===== config.mk =====
export PLATFORM = sky130hd
export DESIGN_NAME = pes_reverse_pipe
export DESIGN_NICKNAME = d
export VERILOG_FILES = /design/src/rtl/pes_reverse_pipe.sv
export SDC_FILE = /design/constraint.sdc
export NUM_CORES = 1
export LEC_CHECK = 0
export BUFFER_PORTS_ARGS = -buffer_cell sky130_fd_sc_hd__buf_2
export CORE_UTILIZATION = 25
export DETAILED_ROUTE_END_ITERATION = 7
export PLACE_DENSITY = 0.49
export SYNTH_ARGS = -nofsm -noshare
export SYNTH_HDL_FRONTEND = slang
export SYNTH_SLANG_ARGS = --single-unit

===== constraint.sdc =====
create_clock -name clk -period 3.4 [get_ports clk]
set_input_delay 1.02 -clock clk [delete_from_list [all_inputs] [get_ports clk]]
set_output_delay 1.02 -clock clk [all_outputs]
set_load 0.03 [all_outputs]

===== src/rtl/pes_reverse_pipe.sv =====
// pes_reverse_pipe: 2-entry FIFO that stores a bit/group permutation of each accepted word.
// Ports: clk, nrst (async low), in_valid/in_ready/in_data/in_mode, out_valid/out_ready/out_data, busy.
// Optional: define PES_REVERSE_PIPE_STATS_EN to add xfer_count (32-bit output transfer count).
//
// Modes: 0 pass-through, 1 reverse all bits,
// 2 reverse GROUP-bit group order, 3 reverse bits within each group.
// slot0_q is always the head; out_data reads it directly.
// in_ready is a flop so it has no path from in_valid or out_ready.

module pes_reverse_pipe #(
  parameter int WIDTH = 16,
  parameter int GROUP = 8
) (
  input  logic             clk,
  input  logic             nrst,
  input  logic             in_valid,
  output logic             in_ready,
  input  logic [WIDTH-1:0] in_data,
  input  logic [1:0]       in_mode,
  output logic             out_valid,
  input  logic             out_ready,
  output logic [WIDTH-1:0] out_data,
  output logic             busy
`ifdef PES_REVERSE_PIPE_STATS_EN
  ,
  output logic [31:0]      xfer_count
`endif
);

  localparam int NG = (GROUP > 0) ? WIDTH / GROUP : 1;

  if (WIDTH < 2 || GROUP < 1 || (WIDTH % GROUP) != 0) begin : g_bad_cfg
    $error("pes_reverse_pipe: WIDTH>=2, GROUP>=1, GROUP must divide WIDTH");
  end

  function automatic logic [WIDTH-1:0] permute(
    input logic [WIDTH-1:0] d,
    input logic [1:0]       m
  );
    logic [WIDTH-1:0] r;
    r = d;
    case (m)
      2'd1: begin
        for (int i = 0; i < WIDTH; i++) begin
          r[i] = d[WIDTH-1-i];
        end
      end
      2'd2: begin
        for (int g = 0; g < NG; g++) begin
          r[g*GROUP +: GROUP] = d[(NG-1-g)*GROUP +: GROUP];
        end
      end
      2'd3: begin
        for (int g = 0; g < NG; g++) begin
          for (int b = 0; b < GROUP; b++) begin
            r[g*GROUP+b] = d[g*GROUP+GROUP-1-b];
          end
        end
      end
      default: r = d;
    endcase
    return r;
  endfunction

  logic [1:0]       count_q;
  logic [1:0]       count_d;
  logic [WIDTH-1:0] slot0_q;
  logic [WIDTH-1:0] slot0_d;
  logic [WIDTH-1:0] slot1_q;
  logic [WIDTH-1:0] slot1_d;
  logic             ready_q;
  logic             ready_d;
  logic             push;
  logic             pop;
  logic [WIDTH-1:0] perm;

  assign out_valid = (count_q != 2'd0);
  assign busy      = out_valid;
  assign in_ready  = ready_q;
  assign out_data  = slot0_q;

  assign push = in_valid & ready_q;
  assign pop  = out_valid & out_ready;
  assign perm = permute(in_data, in_mode);

  always_comb begin
    count_d = count_q;
    slot0_d = slot0_q;
    slot1_d = slot1_q;
    if (push && pop) begin
      // Only reachable with one word stored: new word becomes head.
      slot0_d = perm;
    end else if (push) begin
      count_d = count_q + 2'd1;
      if (count_q == 2'd0) begin
        slot0_d = perm;
      end else begin
        slot1_d = perm;
      end
    end else if (pop) begin
      count_d = count_q - 2'd1;
      slot0_d = slot1_q;
    end
    ready_d = (count_d != 2'd2);
  end

  always_ff @(posedge clk or negedge nrst) begin
    if (!nrst) begin
      count_q <= 2'd0;
      slot0_q <= '0;
      slot1_q <= '0;
      ready_q <= 1'b0;
    end else begin
      count_q <= count_d;
      slot0_q <= slot0_d;
      slot1_q <= slot1_d;
      ready_q <= ready_d;
    end
  end

`ifdef PES_REVERSE_PIPE_STATS_EN
  logic [31:0] xfer_q;

  always_ff @(posedge clk or negedge nrst) begin
    if (!nrst) begin
      xfer_q <= 32'd0;
    end else if (pop) begin
      xfer_q <= xfer_q + 32'd1;
    end
  end

  assign xfer_count = xfer_q;
`endif

endmodule


== After elaboration in Yosys (flattened, before gate mapping) ==
Index checks and enable logic that the tools add are counted.
Word-level totals
  register bits after elaboration: 35
  input port bits: 22
  output and inout bits: 19
  word-level logic and storage cells: 29
Operators by class
  $add $sub $neg: 2
  equality and inequality tests: 5
  mux-type cells: 8
  bitwise operators: 4
  reduce and logical (&&, ||, !) cells: 6
Operator list (count)
  $mux W16: 4
  $pmux W16 S3: 1
  $mux W2: 3
  $eq A2 B2 Y1 const B: 2
  $ne A3 B1 Y1 const B: 1
  $reduce_and A3 Y1: 1
  $reduce_bool A3 Y1: 1
  $add A2 B1 Y2 const B: 1
  $and A1 B1 Y1: 2
  $eq A2 B1 Y1 const B: 1
  $logic_not A2 Y1: 1
  $ne A2 B2 Y1 const B: 1
  $not A1 Y1: 2
  $reduce_and A2 Y1: 1
  $reduce_bool A2 Y1: 1
  $sub A2 B1 Y2 const B: 1
  $logic_and A1 B1 Y1: 1

== Longest topological paths before layout ==
Gate-level depths: netlist (run 1).
  depth in word-level cells: 6
  gate-level depth with buffers: 7

== Worst setup path after synthesis (run 1) ==
Ideal clock, no wire load.
  path type: in2reg
  start point: in in_mode[0]
  end point: reg slot1_q[13]
  arrival: 2.051 ns
  required time: 3.275 ns
  setup slack: 1.224 ns
  stages: 4
  path buffers: 2
  path through: buf_6 -> buf_12 -> mux4_2 -> mux2_4
On the way
  cells in the longest elaborated chain, start to end: 2
  elaborated cells between the ends (all ways): 4
RTL lines
  start: declaration: line 19  | input logic [1:0] in_mode,
  $eq A2 B2 Y1 or $eq A2 B1 Y1 (tied branches): line 42  | case (m)
  $pmux W16 S3 *: line 42
  end signal: assignment: line 116  | slot1_q <= slot1_d;
  end: declaration: line 69  | logic [WIDTH-1:0] slot1_q;
Every way passes the cells marked *; elsewhere a longest branch is shown, timed or not.
A chain may end at the register's enable or synchronous reset.

== Worst setup path in the final report (run 1) ==
  start point: in in_valid
  end point: reg slot1_q[5]
On the way
  cells in the longest elaborated chain, start to end: 4
RTL lines
  start: declaration: line 16  | input logic in_valid,
  $and A1 B1 Y1 *: line 82  | assign push = in_valid & ready_q;
  $logic_and A1 B1 Y1: line 90  | if (push && pop) begin
  $not A1 Y1 (no source line)
  $reduce_and A3 Y1 (no source line) *
Marked as above.

==> results of run 1 <==
layer usage:
layer  GRT usage  vias to the layer above
li1            -                      643
met1       0.155                      647
met2       0.156                       35
met3      0.0245                        5
met4      0.0484                        0
met5           0                        -
worst max-delay path: stages:
cell and delay [ns]:
buf_2 0.11, nand2_2 0.27, or3_1 0.73, mux2_2 0.41
cell families after synthesis:
| kind of cell | Yosys count |
|---|---|
| mux | 33 |
| simple gates | 56 |
| buf+inv | 16 |
| flops | 35 |
| compound gates | 18 |
| fa+ha+maj | 1 |
| xor+xnor | 2 |
power groups by stage:
stage                     combinational (mW)  clock (mW)  sequential, mW
final                                  0.958       0.302           0.752
after global routing                    1.05       0.332           0.781
after CTS                              0.973       0.312           0.756
after detailed placement               0.975           0           0.759
after global placement                 0.964           0           0.758
after floorplan                        0.543           0           0.939
registers in the layout (all words and copies together), names as in the netlist:
register	count
count_q	2
in_ready	1
out_data	16
slot1_q	16
cells in the mapped netlist, types with 2 or more instances:
cell / count / area, sq um
clkbuf_1: 2 / 7.51
nand2_1: 34 / 128
a31oi_1: 16 / 100
xnor2_1: 2 / 17.5
mux4_2: 16 / 360
buf_6: 2 / 22.5
inv_1: 3 / 11.3
buf_2: 5 / 25.0
dfrtp_1: 35 / 876
mux2_4: 10 / 150
nor2_1: 17 / 63.8
mux2_2: 7 / 78.8
final cells by class:
cell class	count	area, sq um
flip-flops and latches	35	876
repair buffers	42	228
inverters	3	11.3
clock inverters	1	5.00
clock buffers	6	82.6
well taps	99	124
fillers	786	5090
multi-input cells	110	956
metrics by stage:
stage	instance area [sq um]	power, mW	instances	util
finish	2280	2.01	296	0.310
global route	2280	2.17	296	0.310
CTS	2280	2.04	296	0.310
detailed placement	2190	1.73	289	0.298
global placement	2190	1.72	289	0.298
floorplan	1940	1.48	161	-
final timing paths:
kind	endpoint	slack, ns	cells past startpoint
max	slot1_q[5]$_DFFE_PN0P_	1.01	4
min	count_q[1]$_DFF_PN0_	0.50	2
max reg2reg	slot1_q[14]$_DFFE_PN0P_	1.45	4
min reg2reg	count_q[1]$_DFF_PN0_	0.50	2
max in group asynchronous	slot1_q[5]$_DFFE_PN0P_	2.08	1
min in group asynchronous	out_data[9]$_DFFE_PN0P_	0.82	1
==> impl_metrics.json, run 1 <==
{
  "synth_top_family_by_area": "multiplexers",
  "cts_setup_buffers": 0,
  "dp_hpwl_um": 2970,
  "gp_congestion": 0.669,
  "grt_pass1_wl_um": 6860,
  "synthDistinctLibCells": 24,
  "startpoint_type": "input pin",
  "wirelength_um": 4050,
  "seqPwrFrac": 0.374,
  "grt_overflow": 0,
  "endpoint_kind": "flip-flop",
  "top_layer": "met4",
  "viasPerCell": 4.49,
  "hold_slack_ns": 0.497,
  "relSlewSlack": 0.433,
  "port-buffer-count": 40,
  "avgSynthCellArea_sq_um": 12.1,
  "die_h_um": 90.2,
  "die_area_sq_mm": 0.00813,
  "first_pass_iters": 4,
  "p_sw_mw": 0.823,
  "final_common_cell": "buf_2",
  "rsz0062_at_grt": "false",
  "drv_slew": 0,
  "r2r-start": "count_q[0]$_DFF_PN0_",
  "antenna_found_initial": 0,
  "fin_crit_sh": 0.702,
  "first_global_vias": 1366,
  "hold_viol": 0,
  "synth_cells": 161,
  "cts-hold-fix-buffers": 0,
  "synthMuxAreaShare": 0.303,
  "drt_iter0_drc": 66,
  "fin_ws_ns": 1.01,
  "hp-start": "count_q[1]$_DFF_PN0_",
  "clock_latency_ns": 0.28,
  "vias": 1330,
  "fin_worst_skew_ns": 0.00265,
  "synth_area_sq_mm": 0.00194,
  "htree_levels": 2,
  "synth_adder_area_share": 0.00644,
  "tightest_slew_ns": 0.851,
  "grt_max_degree": 36,
  "vdd.ir_drop.worst_uv": 221,
  "path_clk_slew_ns": 0.07,
  "swShare": 0.409,
  "cp.arrival_ns": 2.55,
  "holdCritPathClass": "reg2reg",
  "die_w_um": 90.2,
  "final_cell_mix": "buf_2 (40), dfrtp_1 (35), nand2_1 (34)",
  "diodes": 0,
  "crit_type": "in2reg",
  "synth_nets": 184,
  "yosysWarnings": 0,
  "rows": 31,
  "grtUsageTotal": 0.108,
  "crit_start": "in_valid",
  "wl_met1_um": 2110,
  "fmax_mhz": 419,
  "drive_above_1_share": 0.421,
  "start_util": 0.264,
  "top_level_ports": 41,
  "synth-xor-area-share": 0.00901,
  "cts_made_buffers": 5,
  "cts_resized": 0,
  "ys_seq_area_frac": 0.450,
  "cap_violations": 0,
  "wl_met3_um": 155,
  "wl_met2_um": 1720,
  "p_leak_nw": 1.01,
  "synth-edff-count": 0,
  "setup_viol": 0,
  "p_clk_frac": 0.150,
  "p_int_mw": 1.19,
  "drc": 0,
  "power.density_mw_per_mm2": 882,
  "period_needed_ns": 2.39,
  "tns_ns": 0,
  "combPwrFrac": 0.476,
  "status": "completed",
  "cts_tree": "yes",
  "coreArea_sq_mm": 0.00737,
  "final_nets": 220,
  "ys.flop_type": "dfrtp_1",
  "cp_max_fo": 18,
  "syn_to_final_growth_pct": 17.4,
  "synth-simple-area-share": 0.115,
  "dpl_worst_slack_ns": 0.693,
  "required_ns": 3.57,
  "clockRootBuffer": "clkbuf_8",
  "clock_sinks": 35,
  "clockBufferDepth": 2,
  "ys_ff_latch": 35,
  "synth_compound_area_frac": 0.0579,
  "wl_per_cell_um": 13.7,
  "drtAntennaViolNets": 0,
  "async_flop_share": 1.00
}
(Power assumes the default switching activity.)
==> run 2: changes to the inputs <==
Settings changed: ABC_AREA set to 1, PLACE_DENSITY 0.49 to 0.48.
Clock period 3.4 ns to 2.45 ns, I/O delays scaled along.
==> run 2 against run 1 <==
First-iteration DRC count up 1.5%. Area after synthesis up 12%. Die area up 12%. Critical path depth unchanged. Register-to-register slack worse by 0.57 ns. Clock power up 30%. Power up 37%. Global-route usage up 2.1 points. Sequential share of layout area down 3.2 points. Hold slack worse by 0.024 ns. Critical endpoint is now out_valid. Largest power group unchanged. Highest routed layer unchanged.
==> impl_metrics.json, run 2 <==
{
  "coreArea_sq_mm": 0.00834,
  "cts_made_buffers": 5,
  "vias": 2064,
  "gp_congestion": 0.732,
  "drtAntennaViolNets": 0,
  "synth_top_area_frac": 0.401,
  "yosysWarnings": 0,
  "drv_slew": 0,
  "endpoint_kind": "output port",
  "crit_type": "reg2out",
  "synth_area_sq_mm": 0.00219,
  "antenna_found_initial": 0,
  "first_pass_iters": 4,
  "tns_ns": 0,
  "clockRootBuffer": "clkbuf_8",
  "drive_above_1_share": 0.166,
  "top_level_ports": 41,
  "status": "completed",
  "synth_area_leaders": "dfrtp_1 (40%), nand2_1 (15%), nand3_1 (11%)",
  "wirelength_um": 5490,
  "period_needed_ns": 1.95,
  "die_w_um": 95.5,
  "fmax_mhz": 512,
  "vdd.ir_drop.worst_uv": 246,
  "ys_seq_area_frac": 0.401,
  "setup_viol": 0,
  "relSlewSlack": 0.690,
  "cts-hold-fix-buffers": 0,
  "hold_slack_ns": 0.472,
  "crit_path_cell_trace": "inv_1 -> ha_1 -> inv_2 -> buf_2",
  "cap_violations": 0,
  "ys_ff_latch": 35,
  "ys.flop_type": "dfrtp_1",
  "drt_iter0_drc": 67,
  "cp.arrival_ns": 1.22,
  "async_flop_share": 1.00,
  "utilization": 0.299,
  "rows": 33,
  "synth_top_cells_by_count": "nand2_1 (89), nand3_1 (50), nor2_1 (49), inv_1 (36), dfrtp_1 (35)",
  "synth_top_cell_by_area": "dfrtp_1",
  "wl_per_cell_um": 11.9,
  "fin_crit_sh": 0.797,
  "startpoint_type": "flip-flop",
  "fin_worst_skew_ns": 0.00610,
  "cts_resized": 0,
  "die_h_um": 95.5,
  "grt_overflow": 0,
  "path_clk_slew_ns": 0.06,
  "tightest_slew_ns": 0.465,
  "viasPerCell": 4.49,
  "holdCritPathClass": "reg2reg",
  "clockBufferDepth": 2,
  "grt_pass1_wl_um": 9000,
  "syn_to_final_growth_pct": 14.0,
  "cp_slowest_cell": "dfrtp_1",
  "drc": 0,
  "power.density_mw_per_mm2": 1100,
  "slowest_delay_ns": 0.38,
  "required_ns": 1.71,
  "die_area_sq_mm": 0.00912,
  "clock_sinks": 35,
  "start_util": 0.262,
  "htree_levels": 2,
  "diodes": 0,
  "synthDistinctLibCells": 20,
  "cts_setup_buffers": 0,
  "cp_max_fo": 4,
  "cts_tree": "yes",
  "first_global_vias": 1875,
  "rsz0062_at_grt": "false",
  "dp_hpwl_um": 3800,
  "synth_cells": 323,
  "hold_viol": 0,
  "final_cell_mix": "nand2_1 (89), nand3_1 (50), nor2_1 (49)",
  "grtUsageTotal": 0.130,
  "avgSynthCellArea_sq_um": 6.77,
  "grt_max_degree": 36,
  "port-buffer-count": 40,
  "p_leak_nw": 1.37,
  "synth_nets": 346,
  "yosysMostFrequentCell": "nand2_1",
  "clock_latency_ns": 0.28,
  "synth-edff-count": 0,
  "final_common_cell": "nand2_1",
  "final_nets": 379
}
[run 2: changes by cell type after synthesis, sizes merged, moves of 17 or more]
cell,before,now
nor2,17,50
o21ai,0,18
mux2,17,0
nand2,35,92
nand3,0,50
inv,3,41
[run 2: critical path: cells and delay by family (launching register included)]
kind / cells / cell delay [ns]
flip-flops: 1 / 0.38
adder cells (fa/ha/maj): 1 / 0.25
buffers and inverters: 3 / 0.31
[run 2: area by class of cell]
cell class / instances / area [sq um]
fill: 954 / 5850
multi-input combinational: 229 / 1030
sequential: 35 / 876
timing repair buffer: 44 / 230
inverter: 41 / 156
tap: 105 / 131
clock buffer: 6 / 72.6
[run 2: metal layers]
metal	track usage	vias to the layer above	wire (um)
li1	-	1084	-
met1	0.170	935	2620
met2	0.212	41	2590
met3	0.0223	4	212
met4	0.0485	0	65
met5	0	-	0
[run 2: kinds of logic (layout without fill, tap and decap cells)]
group                    count (synthesis)  in the layout  share of synthesized area
AND/OR/NAND/NOR                        194            194                      0.377
buffers and inverters                   59             91                      0.130
flip-flops                              35             35                      0.401
AO/OA/AOI/OAI                           34             34                     0.0870
adder cells (fa/ha/maj)                  1              1                    0.00572
[run 2: final timing paths]
check	endpoint	from	cells past startpoint	slack (ns)
setup / recovery	out_valid	count_q[0]$_DFF_PN0_	4	0.50
hold / removal	out_data[1]$_DFFE_PN0P_	out_data[1]$_DFFE_PN0P_	2	0.47
setup reg to reg	out_data[8]$_DFFE_PN0P_	count_q[0]$_DFF_PN0_	8	0.88
hold reg to reg	out_data[1]$_DFFE_PN0P_	out_data[1]$_DFFE_PN0P_	2	0.47
max in group asynchronous	out_data[13]$_DFFE_PN0P_	nrst	2	1.64
min in group asynchronous	out_data[8]$_DFFE_PN0P_	nrst	2	0.48
[run 2: stage by stage]
stage	setup slack [ns]	instance area, sq um	power [mW]	cells
finish	0.498	2490	2.75	460
global route	0.418	2490	3.01	460
CTS	0.477	2490	2.80	460
detailed placement	0.563	2420	2.39	454
global placement	0.561	2420	2.38	454
floorplan	0.758	2190	2.05	323
[run 2: power by group]
group          internal [mW]  switching (mW)
Combinational          0.424           0.919
Sequential             0.872           0.141
Clock                  0.190           0.202
==> run 3: changes to the inputs <==
Settings changed: ABC_AREA 1 to 0, PLACE_DENSITY 0.48 to 0.5.
Clock period 2.45 ns to 1.67 ns, I/O delays scaled along.
==> run 3 against run 2 <==
Final area shrank 3.2%. Register-to-register slack lost 0.79 ns. Critical path depth is the same. Core utilization grew 2.9 points. Flip-flop and latch count is the same.
==> impl_metrics.json, run 3 (same netlist as run 1, synthesis figures left out) <==
{
  "status": "completed",
  "startpoint_type": "flip-flop",
  "htree_levels": 2,
  "fin_ws_ns": 0.0771,
  "crit_type": "reg2out",
  "syn_to_final_growth_pct": 24.1,
  "tightest_slew_ns": 0.459,
  "start_util": 0.264,
  "p_leak_nw": 1.07,
  "wirelength_um": 4140,
  "path_clk_slew_ns": 0.07,
  "top_level_ports": 41,
  "die_w_um": 90.2,
  "clock_latency_ns": 0.29,
  "cts_made_buffers": 5,
  "cpLargestDelayFamily": "flip-flops",
  "tns_ns": 0,
  "clock_sinks": 35,
  "clockRootBuffer": "clkbuf_8",
  "power.density_mw_per_mm2": 1760,
  "rsz0062_at_grt": "false",
  "fin_worst_skew_ns": 0.00969,
  "r2r_setup_slack_ns": 0.09,
  "holdCritPathClass": "in2async",
  "final_cell_mix": "buf_2 (38), nand2_1 (34), dfrtp_1 (34)",
  "first_global_vias": 1386,
  "die_h_um": 90.2,
  "drv_slew": 0,
  "cp.arrival_ns": 1.09,
  "setup_viol": 0,
  "r2r-start": "count_q[0]$_DFF_PN0_",
  "first_pass_iters": 4,
  "cp_max_fo": 4,
  "fin_crit_sh": 0.954,
  "p_int_mw": 2.53,
  "gp_congestion": 0.672,
  "p_clk_frac": 0.140,
  "rows": 31,
  "viasPerCell": 4.44,
  "crit_path_cell_trace": "inv_2 -> ha_4 -> inv_4 -> buf_6",
  "fin_cells": 307,
  "cap_violations": 0,
  "hold_viol": 0,
  "grt_max_degree": 36,
  "diodes": 0,
  "fmax_mhz": 628,
  "drive_above_1_share": 0.476,
  "coreArea_sq_mm": 0.00737,
  "cts-hold-fix-buffers": 0,
  "dp_hpwl_um": 2920,
  "fillers": 772,
  "grt_pass1_wl_um": 6930,
  "dpl_worst_slack_ns": -0.0379,
  "required_ns": 1.17,
  "drt_iter0_drc": 72,
  "drtAntennaViolNets": 0,
  "wl_per_cell_um": 13.5,
  "p_total_mw": 4.26,
  "cp_num_buf_inv": 3,
  "drc": 0,
  "endpoint_kind": "output port",
  "relSlewSlack": 0.694,
  "cp_slowest_cell": "dfrtp_1",
  "register_area_sq_um": 877,
  "grtUsageTotal": 0.109,
  "final_nets": 230,
  "antenna_found_initial": 0,
  "port-buffer-count": 40,
  "multiInputGateArea_sq_um": 976,
  "r2r_end": "slot1_q[8]$_DFFE_PN0P_",
  "dp_cells": 299,
  "vdd.ir_drop.worst_uv": 413,
  "utilization": 0.327,
  "slowest_delay_ns": 0.39,
  "r2r_cells": 5,
  "cts_setup_buffers": 0,
  "p_sw_mw": 1.73,
  "die_area_sq_mm": 0.00813,
  "final_common_cell": "buf_2",
  "cts_tree": "yes",
  "grt_overflow": 0,
  "clockBufferDepth": 2,
  "seqPwrFrac": 0.357,
  "swShare": 0.406,
  "combPwrFrac": 0.503,
  "period_needed_ns": 1.59,
  "vias": 1363
}
## run 3: changes by cell type in the layout (fill, tap and decap cells not counted), sizes merged, moves of 2 or more
cell	before	now
inv	41	3
mux4	0	16
mux2	0	17
o21ai	18	0
nor3	2	0
nand3	50	0
nor2	50	17
xnor2	0	2
buf	44	52
nand2	92	35
## run 3: metrics by stage
| stage | area (sq um) | hold slack [ns] |
|---|---|---|
| 2_1_floorplan | 1950 | 0.205 |
| 3_3_place_gp | 2300 | 0.480 |
| 3_5_place_dp | 2300 | 0.481 |
| 4_1_cts | 2390 | 0.262 |
| 5_1_grt | 2410 | 0.267 |
| 6_report | 2410 | 0.234 |
## run 3: power by group through the flow
stage | logic, mW | clock network, mW | registers, mW
2_1_floorplan | 1.11 | 0 | 1.91
3_3_place_gp | 2.05 | 0 | 1.53
3_5_place_dp | 2.07 | 0 | 1.53
4_1_cts | 2.12 | 0.624 | 1.52
5_1_grt | 2.34 | 0.658 | 1.58
6_report | 2.14 | 0.597 | 1.52
## run 3: area by class of cell
cell class	instances	area share
clock buffers	7	0.0316
clock inverters	1	0.00207
inverters	3	0.00571
multi-input cells	110	0.405
flip-flops and latches	35	0.364
well taps	99	0.0513
repair buffers	52	0.141
## run 3: how the worst max path moves through the flow
stage	end	slack [ns]	startpoint	cells past startpoint
2_1_floorplan	slot1_q[13]$_DFFE_PN0P_	0.01	in_mode[0]	4
3_3_place_gp	slot1_q[11]$_DFFE_PN0P_	-0.03	in_mode[0]	4
3_5_place_dp	slot1_q[11]$_DFFE_PN0P_	-0.04	in_mode[0]	4
4_1_cts	out_valid	0.009	count_q[1]$_DFF_PN0_	4
5_1_grt	busy	0.007	count_q[0]$_DFF_PN0_	4
6_report	out_valid	0.08	count_q[1]$_DFF_PN0_	4
## run 3: repair_timing
item / CTS / global route
endpoints found under the setup margin: 2 / 7
gates resized for setup: 3 / 8
pin swaps: 1 / 0
## run 3: layer usage
layer  GRT usage  part of all wire  vias to the layer above
met5           0                 0                        -
met4      0.0403             0.016                        0
met3      0.0271             0.030                        5
met2       0.178              0.49                       28
met1       0.139              0.47                      666
li1            -                 -                      664
